$ cat src/rtl/gate_ctrl_if.sv
// gate_ctrl_if: signal bundle between the SPI register write port / counter
// datapath and the gate_ctrl measurement sequencer.
//   cfg_we, cfg_data : gate-length register write strobe and data (16 b, ticks)
//   ovf_in           : carry out of the most significant BCD digit
//   cnt_clr, cnt_en  : clear and count enable to the BCD counter chain
//   latch            : one-cycle display latch strobe
//   busy, ovf, state : status and debug outputs
// slave is the sequencer side; master is the side that drives configuration.
interface gate_ctrl_if;
  logic        cfg_we;
  logic [15:0] cfg_data;
  logic        ovf_in;
  logic        cnt_clr;
  logic        cnt_en;
  logic        latch;
  logic        busy;
  logic        ovf;
  logic [2:0]  state;

  modport slave (
    input  cfg_we, cfg_data, ovf_in,
    output cnt_clr, cnt_en, latch, busy, ovf, state
  );

  modport master (
    output cfg_we, cfg_data, ovf_in,
    input  cnt_clr, cnt_en, latch, busy, ovf, state
  );
endinterface

$ cat src/rtl/gate_ctrl.sv
// gate_ctrl: measurement sequencer for the gated signal counter.
// Runs clear -> count (gate) -> settle -> latch, repeating while the gate length
// register is nonzero.
//   clk     : system clock, rising edge
//   reset_n : asynchronous active-low reset
//   bus     : gate_ctrl_if.slave (config write, overflow input, counter/display
//             controls, status)
// Parameters: PRESCALE clk cycles per gate tick (1..65535), SETTLE clk cycles of
// dead time before the latch (1..15).
// Optional feature: define GSC_GATE_OVF_EN to get a sticky overflow flag;
// otherwise ovf is tied low and ovf_in is ignored.
module gate_ctrl #(
  parameter int unsigned PRESCALE = 24000,
  parameter int unsigned SETTLE   = 4
) (
  input logic        clk,
  input logic        reset_n,
  gate_ctrl_if.slave bus
);

  typedef enum logic [2:0] {
    StIdle  = 3'd0,
    StClear = 3'd1,
    StGate  = 3'd2,
    StHold  = 3'd3,
    StLatch = 3'd4
  } state_e;

  localparam logic [15:0] PreLoad    = 16'(PRESCALE - 1);
  localparam logic [3:0]  SettleLoad = 4'(SETTLE - 1);

  state_e      state_q, state_d;
  logic [15:0] len_q;
  logic [15:0] gcnt_q, gcnt_d;
  logic [15:0] pcnt_q, pcnt_d;
  logic [3:0]  scnt_q, scnt_d;

  // Length register accepts writes in every state.
  always_ff @(posedge clk or negedge reset_n) begin
    if (!reset_n) begin
      len_q <= '0;
    end else if (bus.cfg_we) begin
      len_q <= bus.cfg_data;
    end
  end

  always_ff @(posedge clk or negedge reset_n) begin
    if (!reset_n) begin
      state_q <= StIdle;
      gcnt_q  <= '0;
      pcnt_q  <= '0;
      scnt_q  <= '0;
    end else begin
      state_q <= state_d;
      gcnt_q  <= gcnt_d;
      pcnt_q  <= pcnt_d;
      scnt_q  <= scnt_d;
    end
  end

  always_comb begin
    state_d = state_q;
    gcnt_d  = gcnt_q;
    pcnt_d  = pcnt_q;
    scnt_d  = scnt_q;
    case (state_q)
      StIdle: begin
        if (len_q != '0) state_d = StClear;
      end
      StClear: begin
        gcnt_d  = len_q;
        pcnt_d  = PreLoad;
        state_d = StGate;
      end
      StGate: begin
        if (bus.cfg_we) begin
          // A write mid-gate abandons this measurement without latching.
          state_d = (bus.cfg_data != '0) ? StClear : StIdle;
        end else if (pcnt_q == '0) begin
          pcnt_d = PreLoad;
          if (gcnt_q <= 16'd1) begin
            gcnt_d  = '0;
            scnt_d  = SettleLoad;
            state_d = StHold;
          end else begin
            gcnt_d = gcnt_q - 16'd1;
          end
        end else begin
          pcnt_d = pcnt_q - 16'd1;
        end
      end
      StHold: begin
        if (scnt_q == '0) begin
          state_d = StLatch;
        end else begin
          scnt_d = scnt_q - 4'd1;
        end
      end
      StLatch: begin
        // A write landing on the latch cycle decides whether to continue, so a
        // stop written here is honoured immediately.
        if (bus.cfg_we) begin
          state_d = (bus.cfg_data != '0) ? StClear : StIdle;
        end else begin
          state_d = (len_q != '0) ? StClear : StIdle;
        end
      end
      default: state_d = StIdle;
    endcase
  end

  assign bus.cnt_clr = (state_q == StClear);
  assign bus.cnt_en  = (state_q == StGate);
  assign bus.latch   = (state_q == StLatch);
  assign bus.busy    = (state_q != StIdle);
  assign bus.state   = state_q;

`ifdef GSC_GATE_OVF_EN
  logic ovf_q;

  // Sticky through LATCH so the display can flag the overflow; CLEAR wins.
  always_ff @(posedge clk or negedge reset_n) begin
    if (!reset_n) begin
      ovf_q <= 1'b0;
    end else if (state_q == StClear) begin
      ovf_q <= 1'b0;
    end else if ((state_q == StGate || state_q == StHold) && bus.ovf_in) begin
      ovf_q <= 1'b1;
    end
  end

  assign bus.ovf = ovf_q;
`else
  logic unused_ovf_in;
  assign unused_ovf_in = bus.ovf_in;
  assign bus.ovf       = 1'b0;
`endif

endmodule
$ cat src/flat_wrapper.sv
// flat-port wrapper written by rule: the top's interface ports become plain ports
module gate_ctrl_flat 
#(
  parameter int unsigned PRESCALE = 24000,
  parameter int unsigned SETTLE   = 4
)
  (clk, reset_n, bus_cfg_we, bus_cfg_data, bus_ovf_in, bus_cnt_clr, bus_cnt_en, bus_latch, bus_busy, bus_ovf, bus_state);
  gate_ctrl_if bus_i ();
  input logic clk;
  input logic reset_n;
  input wire logic [$bits(bus_i.cfg_we)-1:0] bus_cfg_we;
  input wire logic [$bits(bus_i.cfg_data)-1:0] bus_cfg_data;
  input wire logic [$bits(bus_i.ovf_in)-1:0] bus_ovf_in;
  output wire logic [$bits(bus_i.cnt_clr)-1:0] bus_cnt_clr;
  output wire logic [$bits(bus_i.cnt_en)-1:0] bus_cnt_en;
  output wire logic [$bits(bus_i.latch)-1:0] bus_latch;
  output wire logic [$bits(bus_i.busy)-1:0] bus_busy;
  output wire logic [$bits(bus_i.ovf)-1:0] bus_ovf;
  output wire logic [$bits(bus_i.state)-1:0] bus_state;
  assign bus_i.cfg_we = bus_cfg_we;
  assign bus_i.cfg_data = bus_cfg_data;
  assign bus_i.ovf_in = bus_ovf_in;
  assign bus_cnt_clr = bus_i.cnt_clr;
  assign bus_cnt_en = bus_i.cnt_en;
  assign bus_latch = bus_i.latch;
  assign bus_busy = bus_i.busy;
  assign bus_ovf = bus_i.ovf;
  assign bus_state = bus_i.state;
  gate_ctrl #(.PRESCALE(PRESCALE), .SETTLE(SETTLE)) u_core (.clk(clk), .reset_n(reset_n), .bus(bus_i));
endmodule
$ cat config.mk
export PLATFORM = sky130hd
export DESIGN_NAME = gate_ctrl_flat
export DESIGN_NICKNAME = d
export VERILOG_FILES = /design/src/rtl/gate_ctrl_if.sv /design/src/rtl/gate_ctrl.sv /design/src/flat_wrapper.sv
export SDC_FILE = /design/constraint.sdc
export NUM_CORES = 1
export LEC_CHECK = 0
export CORE_MARGIN = 3
export CORE_UTILIZATION = 50
export DETAILED_ROUTE_END_ITERATION = 7
export PLACE_DENSITY = 0.68
export SETUP_SLACK_MARGIN = 0.5
export SYNTH_ARGS = -nofsm -noshare
export SYNTH_HDL_FRONTEND = slang
export SYNTH_SLANG_ARGS = --single-unit
$ cat constraint.sdc
create_clock -name clk -period 5.8 [get_ports clk]
set_clock_uncertainty 0.15 [all_clocks]
set_input_delay 0.58 -clock clk [delete_from_list [all_inputs] [get_ports clk]]
set_output_delay 0.58 -clock clk [all_outputs]
set_load 0.01 [all_outputs]
# Word level (Yosys, flattened, before mapping)
# Index checks and enable logic that the tools add are counted.
# W data, S select, Z words.
word_totals:
  ff_bits: 55
  wordCells: 54
classes:
  n_addsub: 3
  n_lt_le_gt_ge: 1
  n_eq_ne: 12
  n_mux: 21
  reduce_logical: 12
op_table:
  columns: ["cell", "n"]
  rows:
  - ["$mux W16", 5]
  - ["$pmux W16 S2", 2]
  - ["$reduce_bool A16 Y1", 2]
  - ["$sub A16 B1 Y16 const B", 2]
  - ["$mux W3", 6]
  - ["$le A16 B1 Y1 const B", 1]
  - ["$logic_not A16 Y1", 1]
  - ["$mux W4", 4]
  - ["$pmux W3 S5", 1]
  - ["$ne A2 B1 Y1 const B", 4]
  - ["$pmux W4 S2", 1]
  - ["$eq A3 B2 Y1 const B", 2]
  - ["$ne A3 B2 Y1 const B", 2]
  - ["$reduce_and A5 Y1", 1]
  - ["$logic_not A4 Y1", 1]
  - ["$ne A2 B2 Y1 const B", 2]
  - ["$reduce_and A4 Y1", 1]
  - ["$reduce_bool A2 Y1", 2]
  - ["$sub A4 B1 Y4 const B", 1]
  - ["$eq A3 B1 Y1 const B", 1]
  - ["$eq A3 B3 Y1 const B", 1]
  - ["$logic_not A3 Y1", 1]
  - ["$reduce_and A3 Y1", 1]
  - ["$reduce_bool A3 Y1", 1]
  - ["2 further kinds", 3]

# Longest topological paths before layout
depth:
  depth_word: 5
  mapped_depth: 8
  depth_no_buf: 7

# Worst setup path before layout
# No wires, ideal clock.
synth_timing:
  path_type: "reg-to-reg"
  from: "register u_core.pcnt_q[0]"
  to: "register u_core.state_q[1], in the netlist u_core.bus.state[1]"
  setup_time_ps: 128
  t_arrival_ps: 1758
  path_slack_ps: 3764
  path_stages_with_launch: 8
  period_less_slack_ps: 2036
  path_cell_list: "dfrtp_1 > inv_1 > ha_1 > nor4b_2 > and4_4 > nand3_2 > a311oi_2 > mux2_1"
synth_via:
  elab_chain_cells: 3
synth_rtl:
  columns: ["element", "line", "text"]
  rows:
  - ["start: declaration", "gate_ctrl.sv:35", "logic [15:0] pcnt_q, pcnt_d;"]
  - ["start signal: assignment", "gate_ctrl.sv:56", "pcnt_q <= pcnt_d;"]
  - ["$logic_not A16 Y1", "gate_ctrl.sv:79", "end else if (pcnt_q == '0) begin"]
  - ["$ne A3 B2 Y1 (no line)", null, null]
  - ["$reduce_and A4 Y1 (no line)", null, null]
  - ["end signal: assignment", "gate_ctrl.sv:49", "state_q <= StIdle;"]
  - ["end signal: assignment", "gate_ctrl.sv:54", "state_q <= state_d;"]
  - ["end: declaration", "gate_ctrl.sv:32", "state_e state_q, state_d;"]
# No other way between the ends.
# A chain may end at the register's enable or synchronous reset.

# Worst setup path in the final report
layout_timing:
  from: "register u_core.state_q[2], in the netlist u_core.bus.state[2]"
  to: "output port bus_cnt_en"
layout_via:
  elab_chain_cells: 1
layout_rtl:
  columns: ["element", "line", "text"]
  rows:
  - ["$eq A3 B2 Y1", "gate_ctrl.sv:113", "assign bus.cnt_en = (state_q == StGate);"]
  - ["end: declaration", "flat_wrapper.sv:15", "output wire logic [$bits(bus_i.cnt_en)-1:0] bus_cnt_en;"]
# No other way between the ends.

==> out/qor.txt <==
fin crit period = 3.41 ns
CTS Hold Bufs = 0
Yosys warnings = 0
routability cong. = 0.812
root buffer cell = clkbuf_8
Top FF cell, synth = dfrtp_1
Worst-path clk slew = 0.10 ns
clk buf depth = 2
DRC viols = 0
Core Util, Final = 59.7%
Syn Std Cell Area = 3030 um^2
drt via density = 6.14
CTS Buf Count = 5
synth-to-layout area growth = 12.0%
Max Cap Violations = 0
final WL = 6.69 mm
Worst EP required = 5.07 ns
WHS = 0.240 ns
Filler Cells Inserted = 504
Synth Register Bits = 55
DIE HEIGHT = 83.8 um
Hold Path Class = in2async
GRT overflow = 0
Yosys cell types = 58
Final Hold Violating Endpoints = 0
initial cell density of the core = 53.3%
largest net degree at the start of global routing = 56
Final Non-Filler Cells = 393
CTS tree = built
endpoint class of the critical path = output pin
Port Buffers = 25
Worst-Skew Late Latency = 0.31 ns
Antenna diodes = 0
io pins = 28
worst relative slew slack = 18.5%
post-cts resize count = 0
WL/cell = 17.0 um
Net Count, Synth = 326
RSZ-0062 raised after global routing = no
core footprint = 5680 um^2
1st-pass router iterations = 4
status = finished, final reports clean
die width = 83.8 um
Mapped Avg Cell Area = 10.1 um^2
max-slew violations = 0
Cells after Synth = 300
r2r setup slk = 2.56 ns
Die ar. = 7020 um^2
Final ANT Viol Nets = 0
final setup fails = 0
period utilization = 58.8%
crit path DAT = 2.68 ns
number of flops mapped to enable cells by yosys = 0
Critical Path Source Type = flip-flop
crit path kind = reg2out
via count = 2414
power density over cell area = 421 nW/um^2
Post-CTS Setup Bufs = 0
Row Count = 27
initial antenna violation count = 0
fin nets = 346
hpwl dp = 4.67 mm
first-pass GRT wire length = 11.8 mm
Crit Path Max Fanout = 23
Static Leak = 1.31 nW
Sink Count = 55
vias in the first global route = 2416
1st-iter DRT viols = 166
FMAX = 293 MHz
VDD IR max = 0.000268 V
TNS Setup = 0 ns
GRT Total Usage = 20.2%
dpl cells = 385
H-tree Lvls = 2
Worst Tran Pin Value = 1.22 ns
part of the Yosys area used for sequential elements = 45.5%
fraction of registers with async set/reset = 100%
layout cell share with drive strength beyond 1 = 11.5%
[stage by stage]
step / cell area [um^2] / worst slack, ns / power, mW
3_5_place_dp: 3300 / 2.30 / 1.22
3_3_place_gp: 3300 / 2.32 / 1.21
6_report: 3390 / 2.39 / 1.43
2_1_floorplan: 3030 / 3.76 / 1.05
4_1_cts: 3390 / 2.40 / 1.44
5_1_grt: 3390 / 2.24 / 1.55
[where the power goes]
group / switching (mW) / internal [mW]
combinational: 0.357 / 0.263
sequential: 0.119 / 0.478
clock: 0.125 / 0.0848
total: 0.601 / 0.826
[path summary, 6_finish.rpt]
kind                                                 start                             to  cells after the start
max                        u_core.bus.state[2]$_DFFE_PN0P_                     bus_cnt_en                      4
min                                                reset_n  u_core.pcnt_q[14]$_DFFE_PN0P_                      2
max reg2reg                u_core.bus.state[2]$_DFFE_PN0P_   u_core.gcnt_q[9]$_DFFE_PN0P_                      5
min reg2reg                  u_core.gcnt_q[15]$_DFFE_PN0P_  u_core.gcnt_q[15]$_DFFE_PN0P_                      1
max in group asynchronous                          reset_n   u_core.gcnt_q[6]$_DFFE_PN0P_                      2
min in group clk             u_core.gcnt_q[15]$_DFFE_PN0P_  u_core.gcnt_q[15]$_DFFE_PN0P_                      1
[kinds of logic after synthesis]
family	after synthesis	synth area share, %
simple gates	102	19.8
compound gates	80	18.7
flops	55	45.5
buf+inv	30	4.38
mux	18	6.66
xor+xnor	8	2.32
fa+ha+maj	6	2.48
other cells	1	0.124
[layout make-up]
| type | instances | area, um^2 | area share (%) |
|---|---|---|---|
| sequential | 55 | 1380 | 40.6 |
| timing repair buffer | 27 | 260 | 7.68 |
| clock buffer | 6 | 72.6 | 2.14 |
| clock inverter | 2 | 12.5 | 0.369 |
| inverter | 16 | 60.1 | 1.77 |
| multi-input combinational | 215 | 1520 | 44.8 |
| tap | 72 | 90.1 | 2.66 |
[sequential cells by signal, summed over array words and instances (netlist names)]
| register | cells |
|---|---|
| u_core.pcnt_q | 16 |
| u_core.gcnt_q | 16 |
| u_core.scnt_q | 4 |
| u_core.len_q | 16 |
| u_core.bus.state | 3 |
[metal layers]
metal  up-vias  routed length, um  global-route usage [%]
met3         9                199                    3.36
met2        39               3340                    33.2
met4         0                103                    5.99
met1      1193               3050                    27.6
met5         -                  0                       0
li1       1173                  -                       -
[Yosys cell counts (3+ instances only)]
| cell type | count | share of area (%) |
|---|---|---|
| nor4_1 | 16 | 3.3 |
| o21ai_0 | 16 | 2.6 |
| ha_1 | 6 | 2.5 |
| a21o_1 | 3 | 0.74 |
| xnor2_1 | 7 | 2.0 |
| nand2_1 | 12 | 1.5 |
| a2bb2oi_1 | 3 | 0.87 |
| dfrtp_1 | 55 | 45 |
| buf_2 | 9 | 1.5 |
| or3_1 | 7 | 1.4 |
| a22oi_1 | 8 | 2.0 |
| o2bb2ai_1 | 10 | 2.9 |
| mux2_2 | 16 | 6.0 |
| a31oi_1 | 5 | 1.0 |
| and3_1 | 4 | 0.83 |
| a21oi_1 | 11 | 1.8 |
| nor2_1 | 24 | 3.0 |
| nand3_1 | 5 | 0.83 |
| a32oi_1 | 5 | 1.4 |
| inv_1 | 15 | 1.9 |
| o22ai_1 | 3 | 0.62 |
| nor3_1 | 15 | 2.5 |
[placed cells by master, fill, tap and decap left out, types with 7 or more instances in the layout]
| cell | instances |
|---|---|
| a21oi_1 | 11 |
| a22oi_1 | 8 |
| clkdlybuf4s50_1 | 24 |
| dfrtp_1 | 55 |
| inv_1 | 15 |
| mux2_2 | 16 |
| nand2_1 | 12 |
| nor2_1 | 24 |
| nor3_1 | 15 |
| nor4_1 | 16 |
| o21ai_0 | 16 |
| o2bb2ai_1 | 10 |
| or3_1 | 7 |
| xnor2_1 | 7 |
[worst max-delay path, stage by stage (launching register included)]
cell and delay (ns):
dfrtp_1 0.45, inv_1 0.18, nand3_1 0.69, inv_2 0.45, clkdlybuf4s50_1 0.60
Power figures use the tool's default switching activity.
==> RTL change, RTL diff (same settings) <==
Build with the macro `GSC_GATE_OVF_EN` defined.
--- a/src/rtl/gate_ctrl.sv
+++ b/src/rtl/gate_ctrl.sv
@@ -11,2 +11,4 @@
 // otherwise ovf is tied low and ovf_in is ignored.
+`define GSC_GATE_OVF_EN
+
 module gate_ctrl #(
Check against the original RTL: not equivalent (Yosys sat finds a counterexample within 10 cycles, from zero or initial values and one cycle with reset_n low).
==> RTL change against the unedited design <==
Clock power grew 2%. Total power grew 7.6%. Synthesized area grew 1.5%. Cell area grew 2.9%. Sequential cell count grew 1. Largest power group unchanged. Setup slack gained 0.18 ns. Global-route usage grew 1.9 points. Register-to-register slack gained 0.46 ns. Wire length grew 12%. Non-clock buffer count grew 3.
==> RTL change: results <==
[status]
status = finished clean

[power]
comb_cell_power_mw = 0.714
ir_worst_vdd_v = 0.000259
p_switching_mw = 0.664
swShare_pct = 43.2
p_leak_nw = 1.36

[yosys]
yosys.cell_types.count = 54
synth_fa_ha_area_share_pct = 2.44
synth_nets = 347
synth_commonest_cells = dfrtp_1 (56), nor2_1 (32), nor3_1 (18)
avgSynthCellArea_um2 = 9.57
synth-compound-area-share_pct = 19.0
yosysSeqAreaShare_pct = 45.6
yosys-top-cells-area = dfrtp_1 (46%), mux2_2 (5.9%), nor2_1 (3.9%)
synthMuxAreaShare_pct = 6.19

[detailed_routing]
dr_total_vias = 2575
dr_wl_met2_mm = 3.64
wl_met1_mm = 3.45
drt_iter0_drc = 244
wirelength_mm = 7.47
routedWlPerCell_um = 17.8

[layout]
multi_input_cells = 237
layout-drive-gt1-share_pct = 10.4
multi_input_area_share_pct = 44.8
n_all_buffers = 30
syn_to_final_growth_pct = 13.5
buf_share_pct = 8.25
fillers = 514
clk_share_pct = 2.44

[global_routing]
grt_pass1_wl_mm = 12.8
grt_pass1_vias = 2505
grt_max_degree = 57

[placement]
finalWeightedCongestion = 0.826
dp_hpwl_mm = 5.23
dpl.cell_count = 411
port_buffers = 27

[worst_setup_path]
path_delay_family = simple AND/OR/NAND/NOR gates
critPathMaxFanout = 20
r2r-start = u_core.bus.state[1]$_DFFE_PN0P_
r2r_end = u_core.pcnt_q[6]$_DFFE_PN0P_
slowest_delay_ns = 0.85
cpMaxStageDelayCell = clkdlybuf4s50_1
reg2reg_slack_ns = 3.02
cp.arrival_ns = 3.32
startpoint = bus_cfg_we
reg2reg_depth = 4

[cts]
cts.sinks = 56

[timing]
holdWs_ns = 0.234
period_minus_slack_ns = 3.23
tightest_slew_ns = 0.954
-- RTL change: cell types whose count changed in the layout (fill, tap and decap cells not counted), sizes merged, moves of 4 or more --
cell,before,now
nand3,6,11
nor4,19,14
xnor2,7,2
a21oi,11,18
nor2,24,32
nor3,15,19
-- RTL change: routing by layer --
metal / GRT usage [%] / vias to the layer above
met5: 0 / -
met4: 6.91 / 0
met3: 4.81 / 8
met2: 35.3 / 64
met1: 30.3 / 1242
li1: - / 1261
-- RTL change: worst max path at each step --
stage,to
after global placement,u_core.pcnt_q[6]$_DFFE_PN0P_
after floorplan,u_core.scnt_q[3]$_DFFE_PN0P_
after detailed placement,u_core.pcnt_q[6]$_DFFE_PN0P_
after global routing,u_core.pcnt_q[6]$_DFFE_PN0P_
final,u_core.pcnt_q[6]$_DFFE_PN0P_
after CTS,u_core.pcnt_q[6]$_DFFE_PN0P_
